**src/rtl/stream_window_sched.sv**
```systemverilog
// ---------------------------------------------------------------------------
// stream_window_sched
//
// Round-robin scheduler that time-shares one constant-bitstream ROM between
// N_REQ requesters (for example sigmoid neuron units). The winner is granted
// the stream for a window of WINDOW cycles. During the window the block
// drives the ROM bit index and stream_en. It also popcounts the winner's
// returned result bitstream. When the window closes, the count is reported
// with a one-cycle done pulse. A requester that drops its request mid-window
// ends the window early with a one-cycle abort pulse.
//
// Ports
//   clk        in   clock, all state on rising edge
//   rst        in   asynchronous active-high reset
//   req        in   [N_REQ]  per-requester window request (level)
//   res_bit    in   [N_REQ]  per-requester result bit, sampled with idx
//   grant      out  [N_REQ]  registered one-hot grant, zero when idle
//   stream_en  out  high while a window runs
//   idx        out  [IDX_W]  ROM bit index, 0..WINDOW-1
//   done       out  one-cycle pulse, count/done_id valid
//   done_id    out  [$clog2(N_REQ)] requester whose window completed
//   count      out  [CNT_W]  ones seen on the granted res_bit over the window
//   abort      out  one-cycle pulse when a window is cut short
// ---------------------------------------------------------------------------
module stream_window_sched #(
   parameter int N_REQ  = 4,
   parameter int WINDOW = 1024,
   parameter int IDX_W  = 10,
   parameter int CNT_W  = 11
) (
   input  logic                       clk,
   input  logic                       rst,
   input  logic [N_REQ-1:0]           req,
   input  logic [N_REQ-1:0]           res_bit,
   output logic [N_REQ-1:0]           grant,
   output logic                       stream_en,
   output logic [IDX_W-1:0]           idx,
   output logic                       done,
   output logic [$clog2(N_REQ)-1:0]   done_id,
   output logic [CNT_W-1:0]           count,
   output logic                       abort
);

   localparam int SEL_W = $clog2(N_REQ);
   localparam logic [IDX_W-1:0] IDX_LAST = IDX_W'(WINDOW - 1);
   localparam logic [IDX_W-1:0] IDX_ONE  = IDX_W'(1);
   localparam logic [SEL_W-1:0] SEL_LAST = SEL_W'(N_REQ - 1);

   typedef enum logic [1:0] {
      ST_IDLE = 2'd0,
      ST_RUN  = 2'd1,
      ST_DONE = 2'd2
   } state_t;

   // Round-robin search starting at last+1, wrapping modulo N_REQ.
   // Returns {found, index}. Iterating from the farthest candidate down
   // lets the nearest set bit overwrite, so no early-exit flag is needed.
   function automatic logic [SEL_W:0] rr_pick(input logic [N_REQ-1:0] r,
                                              input logic [SEL_W-1:0] last);
      logic [SEL_W:0] pick;
      int             cand;
      pick = {(SEL_W + 1){1'b0}};
      for (int i = N_REQ; i >= 1; i--) begin
         cand = (int'(last) + i) % N_REQ;
         if (r[cand]) begin
            pick = {1'b1, SEL_W'(cand)};
         end
      end
      return pick;
   endfunction

   // One-hot encode a requester index.
   function automatic logic [N_REQ-1:0] onehot(input logic [SEL_W-1:0] sel);
      logic [N_REQ-1:0] one;
      one = {{(N_REQ - 1){1'b0}}, 1'b1};
      return one << sel;
   endfunction

   state_t             state_q,     state_d;
   logic [SEL_W-1:0]   last_q,      last_d;
   logic [N_REQ-1:0]   grant_q,     grant_d;
   logic               stream_en_q, stream_en_d;
   logic [IDX_W-1:0]   idx_q,       idx_d;
   logic [CNT_W-1:0]   acc_q,       acc_d;
   logic [CNT_W-1:0]   count_q,     count_d;
   logic [SEL_W-1:0]   done_id_q,   done_id_d;
   logic               done_q,      done_d;
   logic               abort_q,     abort_d;

   logic [SEL_W:0]     pick_s;
   logic [CNT_W-1:0]   bit_ext_s;
   logic [CNT_W-1:0]   acc_next_s;

   // Next-state and next-output logic for the scheduler FSM.
   always_comb begin
      state_d     = state_q;
      last_d      = last_q;
      grant_d     = grant_q;
      stream_en_d = stream_en_q;
      idx_d       = idx_q;
      acc_d       = acc_q;
      count_d     = count_q;
      done_id_d   = done_id_q;
      done_d      = 1'b0;
      abort_d     = 1'b0;

      pick_s = rr_pick(req, last_q);
      // last_q always holds the granted requester while a window runs.
      bit_ext_s  = {{(CNT_W - 1){1'b0}}, res_bit[last_q]};
      acc_next_s = acc_q + bit_ext_s;

      case (state_q)
         ST_IDLE: begin
            if (pick_s[SEL_W]) begin
               last_d      = pick_s[SEL_W-1:0];
               grant_d     = onehot(pick_s[SEL_W-1:0]);
               stream_en_d = 1'b1;
               idx_d       = {IDX_W{1'b0}};
               acc_d       = {CNT_W{1'b0}};
               state_d     = ST_RUN;
            end else begin
               grant_d     = {N_REQ{1'b0}};
               stream_en_d = 1'b0;
               idx_d       = {IDX_W{1'b0}};
            end
         end

         ST_RUN: begin
            // A dropped request wins over a simultaneous window end.
            if (!req[last_q]) begin
               abort_d     = 1'b1;
               grant_d     = {N_REQ{1'b0}};
               stream_en_d = 1'b0;
               idx_d       = {IDX_W{1'b0}};
               state_d     = ST_IDLE;
            end else if (idx_q == IDX_LAST) begin
               // The last cycle's bit is folded straight into count.
               acc_d       = acc_next_s;
               count_d     = acc_next_s;
               done_id_d   = last_q;
               done_d      = 1'b1;
               grant_d     = {N_REQ{1'b0}};
               stream_en_d = 1'b0;
               idx_d       = {IDX_W{1'b0}};
               state_d     = ST_DONE;
            end else begin
               acc_d       = acc_next_s;
               idx_d       = idx_q + IDX_ONE;
            end
         end

         ST_DONE: begin
            // done is high during this cycle. Always return to IDLE, so a
            // request still high there counts as a new one.
            grant_d     = {N_REQ{1'b0}};
            stream_en_d = 1'b0;
            idx_d       = {IDX_W{1'b0}};
            state_d     = ST_IDLE;
         end

         default: begin
            grant_d     = {N_REQ{1'b0}};
            stream_en_d = 1'b0;
            idx_d       = {IDX_W{1'b0}};
            state_d     = ST_IDLE;
         end
      endcase
   end

   // State and output registers; reset leaves requester 0 with first priority.
   always_ff @(posedge clk or posedge rst) begin
      if (rst) begin
         state_q     <= ST_IDLE;
         last_q      <= SEL_LAST;
         grant_q     <= {N_REQ{1'b0}};
         stream_en_q <= 1'b0;
         idx_q       <= {IDX_W{1'b0}};
         acc_q       <= {CNT_W{1'b0}};
         count_q     <= {CNT_W{1'b0}};
         done_id_q   <= {SEL_W{1'b0}};
         done_q      <= 1'b0;
         abort_q     <= 1'b0;
      end else begin
         state_q     <= state_d;
         last_q      <= last_d;
         grant_q     <= grant_d;
         stream_en_q <= stream_en_d;
         idx_q       <= idx_d;
         acc_q       <= acc_d;
         count_q     <= count_d;
         done_id_q   <= done_id_d;
         done_q      <= done_d;
         abort_q     <= abort_d;
      end
   end

   assign grant     = grant_q;
   assign stream_en = stream_en_q;
   assign idx       = idx_q;
   assign done      = done_q;
   assign done_id   = done_id_q;
   assign count     = count_q;
   assign abort     = abort_q;

endmodule

```
**config.mk**
```make
export PLATFORM = sky130hd
export DESIGN_NAME = stream_window_sched
export DESIGN_NICKNAME = d
export VERILOG_FILES = /design/src/rtl/stream_window_sched.sv
export SDC_FILE = /design/constraint.sdc
export NUM_CORES = 1
export LEC_CHECK = 0
export CORE_MARGIN = 2
export CORE_UTILIZATION = 50
export CTS_CLUSTER_DIAMETER = 50
export DETAILED_ROUTE_END_ITERATION = 10
export PLACE_DENSITY = 0.87
export SYNTH_ARGS = -nofsm -noshare
export SYNTH_HDL_FRONTEND = slang
export SYNTH_SLANG_ARGS = --single-unit
```
**constraint.sdc**
```tcl
create_clock -name clk -period 4.1 [get_ports clk]
set_clock_uncertainty 0.1 [all_clocks]
set_input_delay 0.41 -clock clk [delete_from_list [all_inputs] [get_ports clk]]
set_output_delay 0.41 -clock clk [all_outputs]
set_load 0.02 [all_outputs]
```
==> flow_summary.yaml, run 1 <==
clock_network:
  cts_max_path_buffers: 2
  htreeDepth: 2
  postCtsSetupBuffers: 0
  ctsResizeCount: 0
  clk_pin_slew_ns: 0.08
  clock_sinks: 45
  clk_latency_ns: 0.30
  cts_buffers: 5
  cts_tree: "yes"
  postCtsHoldBufs: 0
  clock-root-buffer: "clkbuf_8"
timing:
  drv_slew: 0
  grt_setup_unrepaired: "false"
  finalHoldViolCount: 0
  setup_viol: 0
  fmax_mhz: 370.6
  setup_tns_ns: 0
  slew_headroom_pct: 37.07
  worstMarginPinSlew_ns: 0.9439
  period_needed_ns: 2.698
  period_share_pct: 65.81
route:
  via_per_inst: 5.503
  drt_iter0_drc: 103
  vias: 1618
  route.met2.wl_um: 2064
  drt-met1-wl_um: 2052
  dr.pass1.iters: 4
  drc: 0
  ant_nets: 0
  dr_wl_met3_um: 235
  drt_wl_total_um: 4399
  top_layer: "met4"
  routedWlPerCell_um: 14.96
floorplanning:
  io_pins: 40
  fp.coreArea_sq_um: 4384
  dieWidth_um: 71.82
  die-area_sq_um: 5158
  die_h_um: 71.82
  start_util_pct: 52.45
  rows: 24
finish:
  final_nets: 254
  antenna_cells: 0
  fin_area_sq_um: 2805
  final-seq-area_sq_um: 1129
  multi_input_area_sq_um: 1065
  syn2layout_area_growth_pct: 21.98
  layout_commonest_cell: "dfrtp_1"
  fill_cells: 366
  final_cell_count_no_fill: 294
  mostFrequentLayoutCells: "dfrtp_1 (43), clkdlybuf4s50_1 (39), nor2_1 (13), nand2_1 (12)"
  drive_above_1_share_pct: 14.05
logic_synthesis:
  ys_types: 42
  avgSynthCellArea_sq_um: 11.50
  ys_ff_latch: 45
  synth_ff_type: "dfrtp_1"
  synth_edf_count: 0
  async_flop_share_pct: 100.0
  ys_seq_area_share_pct: 49.08
  netlist_area_sq_um: 2300
  syn_inst: 200
  ys_warn_count: 0
  synth_nets: 213
place:
  place_area_sq_um: 2698
  placedCellCount: 286
  port_buffers: 39
  dp_hpwl_um: 3001
  globalplace.congestion: 0.7980
global_route:
  grt_max_degree: 46
  grt_first_pass_wirelength_um: 7583
  antenna_found_initial: 0
  grt_use_total_pct: 18.94
  grt-ovfl-total: 0
  grt_pass1_vias: 1635
min_path:
  hp-class: "reg -> reg"
  worstHoldStart: "stream_en"
flow_run:
  drv_cap: 0
critical_path:
  crit_start: "req[2]"
  cp.arrival_ns: 2.78
  start_kind: "input port"
  path_cells: "clkdlybuf4s50_1 -> mux2_2 -> a22o_1 -> nand4_4 -> mux2_4"
  worstSetupPathType: "in -> reg"
  critPathCaptureType: "flip-flop"
  cp_top_family: "compound AO/OA/AOI/OAI gates"
  reg2reg_from: "last_q[1]"
  cp_max_fo: 29
  required_ns: 4.18
  path_buf_inv: 1
  critPathSlowestCell: "a22o_1"
  crit_path_max_incr_delay_ns: 0.75
status:
  status: "finished clean"
power:
  p_per_area_nw_per_um2: 494.7
  total_power_w: 0.001388
  peakVddDrop_mv: 0.2516
  leakage_nw: 1.284
==> worst paths after layout <==
check / to / slack [ns] / depth (start not counted)
max: count[10] / 1.40 / 5
min: stream_en / 0.38 / 1
max reg2reg: count[10] / 1.42 / 4
min reg2reg: stream_en / 0.38 / 1
max in group asynchronous: count[10] / 3.07 / 3
min in group asynchronous: idx[5] / 0.44 / 3
==> sequential cells by signal, indices dropped and copies added, names as in the netlist <==
register   count
acc_q         11
stream_en      1
state_q        2
count         11
idx           10
last_q         2
grant          4
done_id        2
done           1
abort          1
==> Yosys cell counts, types with 2 or more instances <==
library cell   n  area, sq um
dfrtp_1       43         1076
nor2_1        13        48.80
nand2_1       12        45.04
mux2_4        11        165.2
nand3_1       11        55.05
inv_1          9        33.78
xnor2_1        9        78.83
a21oi_1        8        40.04
xor2_1         8        70.07
mux2_2         5        56.30
nand4_1        5        31.28
a21o_1         4        30.03
a22o_1         4        35.03
and2_1         4        25.02
and3_1         4        25.02
buf_6          4        45.04
mux2i_1        4        40.04
o21ai_0        4        20.02
o21ai_1        4        20.02
and4_1         3        26.28
ha_1           3        37.54
nor2b_1        3        18.77
and3b_1        2        17.52
and4_4         2        22.52
dfstp_2        2        52.55
nand2b_1       2        12.51
nand3b_1       2        15.01
==> metal layers <==
metal  GRT usage, %  vias up
met4          5.660        0
met2          28.60       41
met3          5.626        4
met5              0        -
li1               -      787
met1          26.62      786
==> through the flow <==
stage	utilization, %	hold WS (ns)	setup slack [ns]
6_report	63.98	0.3843	1.402
3_5_place_dp	61.53	0.3689	1.065
4_1_cts	63.98	0.3868	1.383
5_1_grt	63.98	0.3989	1.165
3_3_place_gp	61.53	0.3632	1.133
2_1_floorplan	-	0.4081	1.654
==> logic make-up (layout without fill, tap and decap cells) <==
logic type / Yosys count / after routing / synth area share [%]
buf+inv: 16 / 58 / 4.624
compound gates: 30 / 30 / 8.542
fa+ha+maj: 3 / 3 / 1.632
xor+xnor: 17 / 17 / 6.475
simple gates: 68 / 68 / 17.30
mux: 21 / 21 / 12.35
flops: 45 / 45 / 49.07
==> report_power, final <==
| group | internal [W] | leakage, nW | switching [W] |
|---|---|---|---|
| Sequential | 0.000508 | 0.611 | 0.0000618 |
| Clock | 0.000181 | 0.0552 | 0.000148 |
| Combinational | 0.000218 | 0.617 | 0.000271 |
==> final cells by class <==
class | count | share of cell area [%]
Tap cell | 52 | 2.319
Sequential cell | 45 | 40.23
Clock buffer | 6 | 2.587
Timing Repair Buffer | 41 | 14.45
Clock inverter | 2 | 1.249
Multi-Input combinational cell | 139 | 37.96
Inverter | 9 | 1.204
No activity file was read; power rests on OpenSTA's default activity.
==> run 2: changes to the inputs <==
Settings changed: CORE_UTILIZATION 50 to 47, PLACE_DENSITY 0.87 to 0.86.
Clock period 4.1 ns to 2.42 ns, I/O delays scaled along.
==> run 2 against run 1 <==
Setup slack worse by 1.3 ns. Design area up 4.1%. Sequential cell count unchanged. Sequential power rose by 64%. Highest routed layer unchanged.
==> flow_summary.yaml, run 2 (synthesis gave the netlist of run 1 again) <==
status:
  status: "finished clean"
finish:
  layout_commonest_cell: "dfrtp_1"
  final-seq-area_sq_um: 1129
  final_nets: 263
  drive_above_1_share_pct: 18.73
  post-route-util_pct: 61.80
  fill_cells: 373
  mostFrequentLayoutCells: "dfrtp_1 (43), clkdlybuf4s50_1 (39), nor2_1 (13), nand2_1 (12)"
  antenna_cells: 0
  syn2layout_area_growth_pct: 26.93
  fin_area_sq_um: 2919
  final_cell_count_no_fill: 318
  multi_input_area_sq_um: 1084
clock_network:
  clock-root-buffer: "clkbuf_8"
  clk_latency_ns: 0.30
  clock_sinks: 45
  ctsResizeCount: 0
  cts_tree: "yes"
  postCtsHoldBufs: 0
  htreeDepth: 2
  postCtsSetupBuffers: 0
  clk_pin_slew_ns: 0.09
  cts_buffers: 5
  cts_max_path_buffers: 2
route:
  dr.pass1.iters: 4
  routedWlPerCell_um: 14.21
  via_per_inst: 5.270
  drc: 0
  ant_nets: 0
  vias: 1676
  drt_wl_total_um: 4519
  drt_iter0_drc: 95
floorplanning:
  die-area_sq_um: 5469
  die_h_um: 73.95
  rows: 25
  dieWidth_um: 73.95
  fp.coreArea_sq_um: 4723
  io_pins: 40
  start_util_pct: 48.69
global_route:
  grt-ovfl-total: 0
  grt_first_pass_wirelength_um: 7472
  grt_use_total_pct: 17.84
  grt_max_degree: 29
  antenna_found_initial: 0
  grt_pass1_vias: 1603
power:
  total_power_w: 0.002446
  p_per_area_nw_per_um2: 837.9
  leakage_nw: 1.331
  peakVddDrop_mv: 0.3614
timing:
  setup_viol: 0
  drv_slew: 0
  slew_headroom_pct: 41.41
  period_share_pct: 96.79
  worstMarginPinSlew_ns: 0.8735
  grt_setup_unrepaired: "false"
  fmax_mhz: 426.9
  finalHoldViolCount: 0
  period_needed_ns: 2.342
critical_path:
  cp.arrival_ns: 2.43
  start_kind: "flip-flop"
  critPathCaptureType: "flip-flop"
  required_ns: 2.51
  cp_max_fo: 4
  worstSetupPathType: "reg -> reg"
place:
  dp_hpwl_um: 3207
  placedCellCount: 310
  port_buffers: 39
  place_area_sq_um: 2786
  globalplace.congestion: 0.7689
flow_run:
  drv_cap: 0
min_path:
  hp-class: "in -> async"
[run 2: path summary, 6_finish.rpt]
kind	slack, ns	startpoint	depth (start not counted)	end
min in group clk	0.39	stream_en	1	stream_en
min	0.22	rst	2	stream_en
max in group asynchronous	1.36	rst	3	acc_q[5]
min reg2reg	0.39	stream_en	1	stream_en
max	0.08	last_q[0]	7	count[8]
max reg2reg	0.08	last_q[0]	7	count[8]
[run 2: final cells by class]
| cell class | count | area share [%] |
|---|---|---|
| Timing Repair Buffer | 50 | 16.20 |
| Sequential cell | 45 | 38.66 |
| Clock inverter | 1 | 1.029 |
| Multi-Input combinational cell | 139 | 37.12 |
| Clock buffer | 7 | 2.958 |
| Tap cell | 67 | 2.872 |
| Inverter | 9 | 1.157 |
[run 2: critical path, stage by stage, from the launching register on]
cell and delay (ns):
dfstp_2 0.55, mux4_2 0.52, ha_4 0.18, ha_2 0.16
and3_2 0.20, and2_4 0.15, xnor2_1 0.11, mux2_2 0.25
[run 2: report_power, final]
group          total (W)  switching [W]  internal (W)
registers       0.000935      0.0000767      0.000858
logic           0.000917       0.000503      0.000413
clock network   0.000594       0.000258      0.000337
total            0.00245       0.000838       0.00161
[run 2: per-layer routing]
layer | wire length (um) | GRT usage [%] | vias up
li1 | - | - | 807
met1 | 2113 | 24.10 | 817
met2 | 2100 | 27.78 | 45
met3 | 234 | 5.285 | 7
met4 | 71 | 5.859 | 0
met5 | 0 | 0 | -
[run 2: per-stage QoR]
| step | setup TNS (ns) | hold WS, ns | setup WS (ns) |
|---|---|---|---|
| 3_3_place_gp | -0.02265 | 0.3679 | -0.02265 |
| 3_5_place_dp | -0.04811 | 0.3739 | -0.04329 |
| 6_report | 0 | 0.2169 | 0.07758 |
| 2_1_floorplan | 0 | 0.4081 | 0.01309 |
| 5_1_grt | 0 | 0.2804 | 0.008105 |
| 4_1_cts | 0 | 0.2349 | 0.01295 |
==> run 3: changes to the inputs <==
Settings changed: CELL_PAD_IN_SITES_DETAIL_PLACEMENT set to 0, CELL_PAD_IN_SITES_GLOBAL_PLACEMENT set to 1, CORE_UTILIZATION 47 to 37.
==> run 3 against run 2 <==
Via count fell by 1.6%. Critical path type unchanged. Global-route usage fell by 3.8 points. Core utilization fell by 13 points. First-iteration DRC count fell by 33%. Power fell by 4.1%. Highest routed layer unchanged. Largest power group unchanged. Sequential share of layout area barely moved.
==> flow_summary.yaml, run 3 (synthesis gave the netlist of run 1 again) <==
timing:
  period_needed_ns: 2.350
  slew_headroom_pct: 46.09
  finalHoldWorstSlack_ns: 0.2105
  setup_viol: 0
  worstMarginPinSlew_ns: 0.8038
  grt_setup_unrepaired: "false"
  fmax_mhz: 425.5
  period_share_pct: 97.12
  drv_slew: 0
  finalHoldViolCount: 0
critical_path:
  cp.arrival_ns: 2.44
  cp_max_fo: 4
  reg2reg_from: "last_q[0]"
  worstSetupPathType: "reg -> reg"
  critPathCaptureType: "flip-flop"
  crit_path_max_incr_delay_ns: 0.55
  r2r_slack_ns: 0.07
  r2r-end: "count[8]"
  r2r_cells: 7
  start_kind: "flip-flop"
  required_ns: 2.51
  critPathSlowestCell: "dfstp_2"
  path_cells: "mux4_2 -> ha_4 -> ha_2 -> and3_4 -> and2_1 -> xnor2_1 -> mux2_2"
route:
  drt_wl_total_um: 4612
  drt_iter0_drc: 64
  ant_nets: 0
  routedWlPerCell_um: 14.15
  drc: 0
  vias: 1649
  via_per_inst: 5.058
  dr.pass1.iters: 4
place:
  globalplace.congestion: 0.7435
  place_area_sq_um: 2809
  port_buffers: 39
  dp_hpwl_um: 3231
clock_network:
  clk_latency_ns: 0.29
  clk_pin_slew_ns: 0.09
  cts_buffers: 5
  postCtsHoldBufs: 0
  clock_sinks: 45
  cts_tree: "yes"
  ctsResizeCount: 0
  postCtsSetupBuffers: 0
  clock-root-buffer: "clkbuf_8"
  htreeDepth: 2
  cts_max_path_buffers: 2
floorplanning:
  io_pins: 40
  start_util_pct: 38.61
  dieWidth_um: 82.84
  die-area_sq_um: 6862
  die_h_um: 82.84
  fp.coreArea_sq_um: 5956
  rows: 28
global_route:
  grt_pass1_vias: 1632
  grt_max_degree: 29
  antenna_found_initial: 0
  grt_first_pass_wirelength_um: 7893
  grt_use_total_pct: 14.01
  grt-ovfl-total: 0
power:
  p_per_area_nw_per_um2: 802.5
  leakage_nw: 1.325
  peakVddDrop_mv: 0.3924
finish:
  layout_commonest_cell: "dfrtp_1"
  syn2layout_area_growth_pct: 27.09
  mostFrequentLayoutCells: "dfrtp_1 (43), clkdlybuf4s50_1 (39), nor2_1 (13), nand2_1 (12)"
  fin_area_sq_um: 2923
  drive_above_1_share_pct: 18.73
  final_nets: 263
  antenna_cells: 0
  fill_cells: 562
status:
  status: "finished clean"
flow_run:
  drv_cap: 0
min_path:
  hp-class: "in -> async"
[run 3: cell types whose count changed in the layout (fill, tap and decap cells not counted)]
cell / before / now
clkbuf_1: 1 / 0
buf_4: 11 / 10
and2_4: 2 / 1
clkinv_2: 0 / 1
buf_12: 0 / 1
bufinv_16: 1 / 0
clkinv_4: 0 / 1
and2_1: 3 / 4
and3_4: 0 / 1
and3_2: 1 / 0
[run 3: cell type report]
type	instances	area [sq um]	share of cell area [%]
inverters	9	33.78	1.156
multi-input cells	139	1085	37.11
well taps	75	93.84	3.211
repair buffers	50	485.5	16.61
clock inverters	2	13.76	0.4709
clock buffers	6	82.58	2.825
flip-flops and latches	45	1129	38.61
[run 3: worst max-delay path by stage]
| stage | startpoint | endpoint | slack (ns) | cells after the start |
|---|---|---|---|---|
| 6_report | last_q[0] | count[8] | 0.07 | 7 |
| 5_1_grt | last_q[0] | count[8] | 0.02 | 7 |
| 3_3_place_gp | res_bit[3] | count[8] | -0.04 | 8 |
| 2_1_floorplan | last_q[0] | count[8] | 0.01 | 7 |
| 3_5_place_dp | res_bit[3] | count[8] | -0.06 | 8 |
| 4_1_cts | last_q[0] | count[8] | 0.008 | 7 |
[run 3: where the power goes]
group          switching (W)  total [W]  internal (W)
clock               0.000252   0.000483      0.000232
sequential         0.0000762   0.000934      0.000858
combinational       0.000511   0.000928      0.000416
[run 3: critical path: cells and delay by family (launching register included)]
family | cells | cell delay (ns)
mux | 2 | 0.80
flops | 1 | 0.55
fa+ha+maj | 2 | 0.36
simple gates | 2 | 0.32
xor+xnor | 1 | 0.13
[run 3: layer usage]
| metal | routed length, um | vias to the layer above | global-route usage [%] |
|---|---|---|---|
| met5 | 0 | - | 0 |
| met2 | 2079 | 39 | 20.60 |
| met3 | 204 | 2 | 3.777 |
| li1 | - | 807 | - |
| met4 | 31 | 0 | 4.769 |
| met1 | 2297 | 801 | 19.97 |
[run 3: through the flow]
step | setup slack (ns) | cells | power, W | utilization (%) | TNS, ns
after floorplan | 0.01309 | 200 | 0.001615 | - | 0
after global placement | -0.04075 | 318 | 0.001842 | 47.16 | -0.04075
after detailed placement | -0.06337 | 318 | 0.001853 | 47.16 | -0.07135
after CTS | 0.007619 | 326 | 0.002339 | 48.78 | 0
after global routing | 0.01903 | 326 | 0.002511 | 49.08 | 0
final | 0.06980 | 326 | 0.002345 | 49.08 | 0
